## src/rtl/execute.sv

```systemverilog
// execute: MIPS pipeline execute stage.
// Single-cycle ALU, an iterative multiply/divide engine with HI/LO registers,
// and the registered _EX signal set consumed by the memory stage.
// Optional macro MUL_FAST_EN: when defined, mult/multu complete in one cycle on a
// combinational 32x32 multiplier; divide stays iterative in both builds.
module execute #(
    parameter int MD_CYCLES = 32
) (
    input  logic        clk,
    input  logic        reset,
    input  logic        flush,
    input  logic        AnyStall,
    input  logic [31:0] SrcA_ID,
    input  logic [31:0] SrcB_ID,
    input  logic [31:0] WrDat_ID,
    input  logic [2:0]  AluCtl_ID,
    input  logic [2:0]  MdOp_ID,
    input  logic        RegWrite_ID,
    input  logic        MemToReg_ID,
    input  logic        MemWrite_ID,
    input  logic        InstrVal_ID,
    input  logic        LoadB_ID,
    input  logic        StoreB_ID,
    input  logic [4:0]  WriteReg_ID,
    output logic [31:0] Result_EX,
    output logic [31:0] WrDat_EX,
    output logic        RegWrite_EX,
    output logic        MemToReg_EX,
    output logic        MemWrite_EX,
    output logic        InstrVal_EX,
    output logic        LoadB_EX,
    output logic        StoreB_EX,
    output logic [4:0]  WriteReg_EX,
    output logic        MdStall_EX,
    output logic        MdBusy
);

    localparam logic [2:0] MD_NONE  = 3'b000;
    localparam logic [2:0] MD_MULT  = 3'b001;
    localparam logic [2:0] MD_MULTU = 3'b010;
    localparam logic [2:0] MD_DIV   = 3'b011;
    localparam logic [2:0] MD_DIVU  = 3'b100;
    localparam logic [2:0] MD_MFHI  = 3'b101;
    localparam logic [2:0] MD_MFLO  = 3'b110;
    localparam logic [2:0] MD_RSVD  = 3'b111;

    localparam int              CNT_W    = $clog2(MD_CYCLES);
    localparam logic [CNT_W-1:0] CNT_LAST = CNT_W'(MD_CYCLES - 1);

    typedef enum logic [1:0] {
        S_IDLE = 2'b00,
        S_RUN  = 2'b01,
        S_FIX  = 2'b10
    } md_state_t;

    typedef struct packed {
        logic [31:0] result;
        logic [31:0] wrdat;
        logic        regwrite;
        logic        memtoreg;
        logic        memwrite;
        logic        instrval;
        logic        loadb;
        logic        storeb;
        logic [4:0]  writereg;
    } ex_regs_t;

    // ------------------------------------------------------------------
    // Decode of the mul/div opcode and issue qualification
    // ------------------------------------------------------------------
    logic        issue_is_mul;
    logic        issue_is_div;
    logic        issue_signed;
    logic        md_issue;
    logic        start_eng;
    logic [31:0] mag_a;
    logic [31:0] mag_b;

    assign issue_is_mul = (MdOp_ID == MD_MULT) || (MdOp_ID == MD_MULTU);
    assign issue_is_div = (MdOp_ID == MD_DIV)  || (MdOp_ID == MD_DIVU);
    assign issue_signed = (MdOp_ID == MD_MULT) || (MdOp_ID == MD_DIV);
    assign md_issue     = (issue_is_mul || issue_is_div) && !MdBusy && !AnyStall && !flush;

    // The engine works on magnitudes; signs are restored in the FIX state.
    assign mag_a = (issue_signed && SrcA_ID[31]) ? (~SrcA_ID + 32'd1) : SrcA_ID;
    assign mag_b = (issue_signed && SrcB_ID[31]) ? (~SrcB_ID + 32'd1) : SrcB_ID;

`ifdef MUL_FAST_EN
    logic [63:0] fast_ext_a;
    logic [63:0] fast_ext_b;
    logic [63:0] fast_prod;

    // Low 64 bits of the extended product are the exact signed/unsigned result.
    assign fast_ext_a = issue_signed ? {{32{SrcA_ID[31]}}, SrcA_ID} : {32'd0, SrcA_ID};
    assign fast_ext_b = issue_signed ? {{32{SrcB_ID[31]}}, SrcB_ID} : {32'd0, SrcB_ID};
    assign fast_prod  = fast_ext_a * fast_ext_b;
    assign start_eng  = md_issue && !issue_is_mul;
`else
    assign start_eng  = md_issue;
`endif

    // ------------------------------------------------------------------
    // Multiply/divide engine state
    // ------------------------------------------------------------------
    md_state_t        state_q, state_d;
    logic [CNT_W-1:0] cnt_q, cnt_d;
    logic [31:0]      acc_q, acc_d;   // product high half / partial remainder
    logic [31:0]      sh_q, sh_d;     // multiplier -> product low half / dividend -> quotient
    logic [31:0]      dvs_q, dvs_d;   // multiplicand / divisor magnitude
    logic             is_div_q, is_div_d;
    logic             neg_q, neg_d;   // product or quotient is negative
    logic             rneg_q, rneg_d; // remainder takes the dividend sign
    logic             dz_q, dz_d;     // divide by zero
    logic [31:0]      hi_q, hi_d;
    logic [31:0]      lo_q, lo_d;

    // One restoring-divide step: {acc, next dividend bit} against the divisor.
    // The 32-bit subtract is exact whenever the 33-bit compare says it fits.
    logic        div_ge;
    logic [31:0] div_sub;
    assign div_ge  = {acc_q, sh_q[31]} >= {1'b0, dvs_q};
    assign div_sub = {acc_q[30:0], sh_q[31]} - dvs_q;

    // One shift-add multiply step on the {acc, sh} 64-bit pair.
    logic [32:0] mul_sum;
    assign mul_sum = {1'b0, acc_q} + (sh_q[0] ? {1'b0, dvs_q} : 33'd0);

    // Sign-corrected results written to HI/LO in the FIX state.
    logic [63:0] prod_fix;
    logic [31:0] quo_fix;
    logic [31:0] rem_fix;
    assign prod_fix = neg_q ? (~{acc_q, sh_q} + 64'd1) : {acc_q, sh_q};
    assign quo_fix  = dz_q ? 32'hFFFF_FFFF : (neg_q ? (~sh_q + 32'd1) : sh_q);
    assign rem_fix  = rneg_q ? (~acc_q + 32'd1) : acc_q;

    assign MdBusy     = (state_q != S_IDLE);
    assign MdStall_EX = MdBusy && (MdOp_ID != MD_NONE) && (MdOp_ID != MD_RSVD);

    // Engine next state: issue, iterate, sign-fix and write HI/LO.
    always_comb begin
        // NOTE: every variable gets a default before the case so no path leaves it unassigned (no latches).
        state_d  = state_q;
        cnt_d    = cnt_q;
        acc_d    = acc_q;
        sh_d     = sh_q;
        dvs_d    = dvs_q;
        is_div_d = is_div_q;
        neg_d    = neg_q;
        rneg_d   = rneg_q;
        dz_d     = dz_q;
        hi_d     = hi_q;
        lo_d     = lo_q;
        unique case (state_q)
            S_IDLE: begin
                if (start_eng) begin
                    state_d  = S_RUN;
                    cnt_d    = '0;
                    acc_d    = '0;
                    sh_d     = mag_a;
                    dvs_d    = mag_b;
                    is_div_d = issue_is_div;
                    neg_d    = issue_signed && (SrcA_ID[31] ^ SrcB_ID[31]);
                    rneg_d   = issue_signed && SrcA_ID[31];
                    dz_d     = (SrcB_ID == '0);
                end
`ifdef MUL_FAST_EN
                if (md_issue && issue_is_mul) begin
                    hi_d = fast_prod[63:32];
                    lo_d = fast_prod[31:0];
                end
`endif
            end
            S_RUN: begin
                if (is_div_q) begin
                    acc_d = div_ge ? div_sub : {acc_q[30:0], sh_q[31]};
                    sh_d  = {sh_q[30:0], div_ge};
                end else begin
                    acc_d = mul_sum[32:1];
                    sh_d  = {mul_sum[0], sh_q[31:1]};
                end
                cnt_d = cnt_q + 1'b1;
                if (cnt_q == CNT_LAST) begin
                    state_d = S_FIX;
                end
            end
            S_FIX: begin
                state_d = S_IDLE;
                if (is_div_q) begin
                    hi_d = rem_fix;
                    lo_d = quo_fix;
                end else begin
                    hi_d = prod_fix[63:32];
                    lo_d = prod_fix[31:0];
                end
            end
            default: begin
                state_d = S_IDLE;
            end
        endcase
    end

    // Engine registers; only reset aborts an operation in flight.
    always_ff @(posedge clk or posedge reset) begin
        if (reset) begin
            state_q  <= S_IDLE;
            cnt_q    <= '0;
            acc_q    <= '0;
            sh_q     <= '0;
            dvs_q    <= '0;
            is_div_q <= 1'b0;
            neg_q    <= 1'b0;
            rneg_q   <= 1'b0;
            dz_q     <= 1'b0;
            hi_q     <= '0;
            lo_q     <= '0;
        end else begin
            // NOTE: non-blocking assignments so every register samples pre-edge values.
            state_q  <= state_d;
            cnt_q    <= cnt_d;
            acc_q    <= acc_d;
            sh_q     <= sh_d;
            dvs_q    <= dvs_d;
            is_div_q <= is_div_d;
            neg_q    <= neg_d;
            rneg_q   <= rneg_d;
            dz_q     <= dz_d;
            hi_q     <= hi_d;
            lo_q     <= lo_d;
        end
    end

    // ------------------------------------------------------------------
    // ALU and EX output registers
    // ------------------------------------------------------------------
    logic [31:0] alu_res;
    logic [31:0] ex_result;
    ex_regs_t    ex_q, ex_d;

    // Single-cycle ALU.
    always_comb begin
        alu_res = '0;
        unique case (AluCtl_ID)
            3'b000: alu_res = SrcA_ID & SrcB_ID;
            3'b001: alu_res = SrcA_ID | SrcB_ID;
            3'b010: alu_res = SrcA_ID + SrcB_ID;
            3'b011: alu_res = SrcA_ID ^ SrcB_ID;
            3'b100: alu_res = ~(SrcA_ID | SrcB_ID);
            3'b101: alu_res = {31'd0, SrcA_ID < SrcB_ID};
            3'b110: alu_res = SrcA_ID - SrcB_ID;
            3'b111: alu_res = {31'd0, $signed(SrcA_ID) < $signed(SrcB_ID)};
            default: alu_res = '0;
        endcase
    end

    // Result select and EX register next state: stall holds, then flush clears.
    always_comb begin
        ex_result = alu_res;
        if (MdOp_ID == MD_MFHI) begin
            ex_result = hi_q;
        end else if (MdOp_ID == MD_MFLO) begin
            ex_result = lo_q;
        end
        ex_d = ex_q;
        if (!AnyStall) begin
            if (flush) begin
                ex_d = '0;
            end else begin
                ex_d.result   = ex_result;
                ex_d.wrdat    = WrDat_ID;
                ex_d.regwrite = RegWrite_ID;
                ex_d.memtoreg = MemToReg_ID;
                ex_d.memwrite = MemWrite_ID;
                ex_d.instrval = InstrVal_ID;
                ex_d.loadb    = LoadB_ID;
                ex_d.storeb   = StoreB_ID;
                ex_d.writereg = WriteReg_ID;
            end
        end
    end

    // EX pipeline register.
    always_ff @(posedge clk or posedge reset) begin
        if (reset) begin
            ex_q <= '0;
        end else begin
            ex_q <= ex_d;
        end
    end

    assign Result_EX   = ex_q.result;
    assign WrDat_EX    = ex_q.wrdat;
    assign RegWrite_EX = ex_q.regwrite;
    assign MemToReg_EX = ex_q.memtoreg;
    assign MemWrite_EX = ex_q.memwrite;
    assign InstrVal_EX = ex_q.instrval;
    assign LoadB_EX    = ex_q.loadb;
    assign StoreB_EX   = ex_q.storeb;
    assign WriteReg_EX = ex_q.writereg;

endmodule
```

## config.mk

```make
export PLATFORM = sky130hd
export DESIGN_NAME = execute
export DESIGN_NICKNAME = d
export VERILOG_FILES = /design/src/rtl/execute.sv
export SDC_FILE = /design/constraint.sdc
export NUM_CORES = 1
export LEC_CHECK = 0
export CAP_MARGIN = 10
export CELL_PAD_IN_SITES_DETAIL_PLACEMENT = 1
export CELL_PAD_IN_SITES_GLOBAL_PLACEMENT = 1
export CORE_UTILIZATION = 44
export CTS_CLUSTER_SIZE = 12
export DETAILED_ROUTE_END_ITERATION = 16
export DONT_BUFFER_PORTS = 1
export PLACE_DENSITY_LB_ADDON = 0.05
export SETUP_SLACK_MARGIN = 0.4
export SYNTH_ARGS = -nofsm -noshare
export SYNTH_HDL_FRONTEND = slang
export SYNTH_SLANG_ARGS = --single-unit
```

## constraint.sdc

```tcl
create_clock -name clk -period 8 [get_ports clk]
set_input_delay 0.8 -clock clk [delete_from_list [all_inputs] [get_ports clk]]
set_output_delay 0.8 -clock clk [all_outputs]
set_load 0.01 [all_outputs]
```

==> impl_summary.md <==
Status
The run finished with clean final reports.

Global routing
Entering global routing, the biggest net connects between 100 and 150 pins. The total grt overflow is 0. The first global-routing pass estimated about 130 mm of wire. For this run, the total global-route usage over all layers was measured as 0.3465. The via count of the first global-routing pass is around 22,000. The number of antenna violations at the first check in global routing is 1.

Worst setup path
The kind of cell adding the most delay to the critical path is compound AO/OA/AOI/OAI gates. The slowest cell on the critical path is sky130_fd_sc_hd__a2111oi_0. The reg-to-reg setup timing slack is 3.33 ns.

The endpoint kind of the worst setup timing path is a flip-flop. In this run the worst setup path begins at sh_q[0]. The reg-to-reg startpoint is sh_q[0]. The launching element type of the critical path is a flip-flop. Of all nets on the critical path, the largest fanout is 35.

The critical path goes through clkinv_1 -> buf_4 -> nor2_1 -> fa_1 -> a21oi_1 -> o21ai_0 -> a2111oi_0 -> o21ai_0 -> nand4_1 -> a31oi_1 -> a31oi_1 -> nor3_1 -> a2111oi_0 -> o31ai_1. The highest cell delay on the worst timing path is between 0.5 and 0.6 ns. The count of buffering cells on the critical path with inverters included is 2. The required time of the critical path is between 8 and 9 ns. The setup path with the least slack is of type flip-flop to flip-flop. The arrival time at the worst endpoint is between 5 and 6 ns.

Placed design
At the placement stage, the worst setup path has a slack of roughly 3.3 ns. During placement, the flow inserted port buffers numbering 0. At the end of routability-driven placement, the weighted congestion stood at between 0.9 and 1. The post-DP HPWL is 66.46 mm. The placed instances occupy a cell area of about 22,000 um2.

STA
The final-report setup violation count is 0. The smallest clock period supported by the final layout is computed as approximately 4.7 ns. Derived from the worst setup path, the maximum achievable clock frequency is 0.2141 GHz.

Headroom to the max-slew limit came out at 0.1779. The setup slack of the critical path after layout is 3.329 ns. The number of failing hold endpoints at the final stage came to 0. The share of the clock period used by the worst path after layout is 0.5839. The clock tree skew after final layout is roughly 0.040 ns.

Setup total negative slack on the finished layout was measured at 0 ns. The final number of max-transition violations is 0. Setup repair after global routing left no endpoint under its margin. The transition at the pin with the smallest max-transition slack is approximately 1.2 ns.

Job
The tool flagged a number of max-cap violations equal to 0.

Die
For this configuration, the core starts out at a cell density of 0.4483. In this run the standard cell core region covers about 48,000 um2. The overall die area is approximately 50,000 um2. 194 I/O pins were placed. The count of standard-cell rows is 80. Measured along the y axis, the die boundary spans roughly 220 um.

The die is around 220 um wide.

Clock tree
The longest clock path from root to sink contains 3 buffers. Hold repair after CTS inserted 0 buffers. The number of post-CTS setup repair buffers is 0.

Counting every sink on the clock net gives around 250. The total CTS buffers is 30. The clock network latency to the later pin of the worst-skew pair is just over 0.6 ns. CTS built an H-tree with a depth of 1. TritonCTS built the clock tree. The master cell of the clock root buffer is sky130_fd_sc_hd__clkbuf_16. The number of gates given a new drive strength after cts is 0.

After clock tree synthesis, the clock-pin slew on the worst setup and hold paths is roughly 0.070 ns.

Cells and area
The fraction of layout cells with a size suffix above 1 is 0.04748. The final cell area excluding filler cells is approximately 23,000 um2. After the last flow step, the layout net total stands at just under 3,000. The leading cell type in the layout, fill and taps excluded is sky130_fd_sc_hd__nand2_1. The share of the core filled with cells is 0.4775. The top cell types in the final layout, fill and taps aside, are 273 x sky130_fd_sc_hd__nand2_1, 270 x sky130_fd_sc_hd__a21oi_1, 266 x sky130_fd_sc_hd__o21ai_0. Relative to the synthesized area, the layout overhead comes to 6.513%.

Power and ir drop
The overall power is slightly above 8 mW. The analysis attributes to cell leakage a power of about 10 nW. The worst-case IR drop observed on VDD is about 0.25 mV.

In this run the power density over the cells is between 300 and 400 nW/um2.

Synthesis
By area, the combinational part of the netlist is dominated by compound AO/OA/AOI/OAI gates. The area of the mapped netlist is ~21,000 um2. The distinct cell type count after synthesis is 79. In the synthesized netlist, the number of instances is about 2,700. In the post-synthesis netlist, the biggest area contributors are sky130_fd_sc_hd__dfrtp_1 29%, sky130_fd_sc_hd__ha_1 10%, sky130_fd_sc_hd__a21oi_1 6.3%. Counting every net in the synthesized netlist gives roughly 3,000. The biggest area contributor in the post-synthesis netlist is sky130_fd_sc_hd__dfrtp_1. The proportion of synthesized area in mux cells is 0.02142. The synthesized design contains 0 enable-type register cells. The most used flip-flop cell after synthesis is sky130_fd_sc_hd__dfrtp_1. The post-synthesis share of cell area spent on and, or, nand and nor gates is 0.1581.

The number of register bits inferred by synthesis is 246. The fraction of registers with async set or reset after synthesis is 1.000. The per-instance average area after synthesis is 7.845 um2.

The adder-cell area share of the yosys netlist is 0.1044. Of the total synthesized cell area, the portion taken by XOR and XNOR cells is 0.07782. The Yosys step of the flow raised 0 warnings. The post-synthesis sequential area ratio is 0.2864.

The share of synthesized area in the top cell type comes to 0.2864. The compound-gate portion of the synthesized area is 0.2928.

Routing
The remaining antenna violation count is 0. The post-detailed-route via-to-cell ratio is approximately 6.5. The number of detailed-route iterations in the first pass is 5. The detailed-route DRC error count is 0. The via count is ~21,000.

In the final routed layout, each cell accounts on average for between 20 and 30 um. The starting DRC count in detailed routing is about 1,500. The total wire length is about 90 mm.

Hold path
The worst hold path belongs to the class primary input to asynchronous set/reset pin.
-- worst register-to-register path, cell delays in order (launching register included) --
cell	delay, ns
sky130_fd_sc_hd__dfrtp_1	0.42
sky130_fd_sc_hd__clkinv_1	0.06
sky130_fd_sc_hd__buf_4	0.39
sky130_fd_sc_hd__nor2_1	0.16
sky130_fd_sc_hd__fa_1	0.45
sky130_fd_sc_hd__a21oi_1	0.29
sky130_fd_sc_hd__o21ai_0	0.21
sky130_fd_sc_hd__a2111oi_0	0.59
sky130_fd_sc_hd__o21ai_0	0.43
sky130_fd_sc_hd__nand4_1	0.28
sky130_fd_sc_hd__a31oi_1	0.25
sky130_fd_sc_hd__a31oi_1	0.37
sky130_fd_sc_hd__nor3_1	0.10
sky130_fd_sc_hd__a2111oi_0	0.41
sky130_fd_sc_hd__o31ai_1	0.14
-- kinds of logic (layout without fill, tap and decap cells) --
family,Yosys count,count (layout)
XOR/XNOR,191,191
AND/OR/NAND/NOR,759,759
multiplexers,46,46
buffers and inverters,330,244
adder cells (fa/ha/maj),177,177
other,0,1
AO/OA/AOI/OAI,991,991
flip-flops,246,246
-- flip-flops by register name, summed over array words and instances (netlist names), 2 cells and up --
register     flops
sh_q            32
state_q          2
WrDat_EX        32
dvs_q           32
WriteReg_EX      5
cnt_q            5
Result_EX       32
hi_q            32
acc_q           32
lo_q            32
-- per-stage QoR --
step / hold WS, ns / std cells
final: 0.2635 / 3270
after global routing: 0.2806 / 3269
after CTS: 0.2751 / 3269
after detailed placement: 0.4710 / 3215
after global placement: 0.4656 / 3215
after floorplan: 0.4425 / 2740
-- report_power, final --
group / total [mW] / internal [mW] / switching, mW
clock: 1.41 / 0.803 / 0.602
sequential: 2.07 / 1.56 / 0.508
combinational: 4.74 / 1.87 / 2.87
-- cells in the mapped netlist (all sizes together), types with 20 or more instances --
cell type,instances
or3,23
a31oi,31
dfrtp,246
o21bai,25
ha,173
nor2,251
nor4,21
nand3,36
a211oi,46
o221ai,21
a22oi,26
a22o,46
xor2,62
a21oi,271
o211ai,20
mux2i,46
o21ai,278
o31ai,28
xnor2,129
a21o,43
clkbuf,157
nand2,273
inv,152
nor3,52
-- worst paths after layout --
path / endpoint / cells past startpoint
max: acc_q[31] / 14
min: WrDat_EX[21] / 1
max reg2reg: acc_q[31] / 14
min reg2reg: dvs_q[24] / 2
max in group asynchronous: acc_q[5] / 2
min in group clk: dz_q / 1
-- layout make-up --
class / count / area [um2]
flip-flops and latches: 246 / 6160
multi-input cells: 2164 / 14120
clock inverters: 14 / 153.9
clock buffers: 40 / 838.3
well taps: 615 / 769.5
diodes: 1 / 2.502
inverters: 154 / 585.6
fillers: 5760 / 25050
repair buffers: 36 / 270.3
-- layer usage --
layer | part of all wire | vias to the layer above | track usage
met2 | 0.47 | 673 | 0.5766
li1 | - | 9664 | -
met3 | 0.055 | 191 | 0.05768
met5 | 0.00015 | - | 0
met4 | 0.051 | 2 | 0.1675
met1 | 0.43 | 10610 | 0.4354
Note: power is estimated with default switching activity, not from simulation.
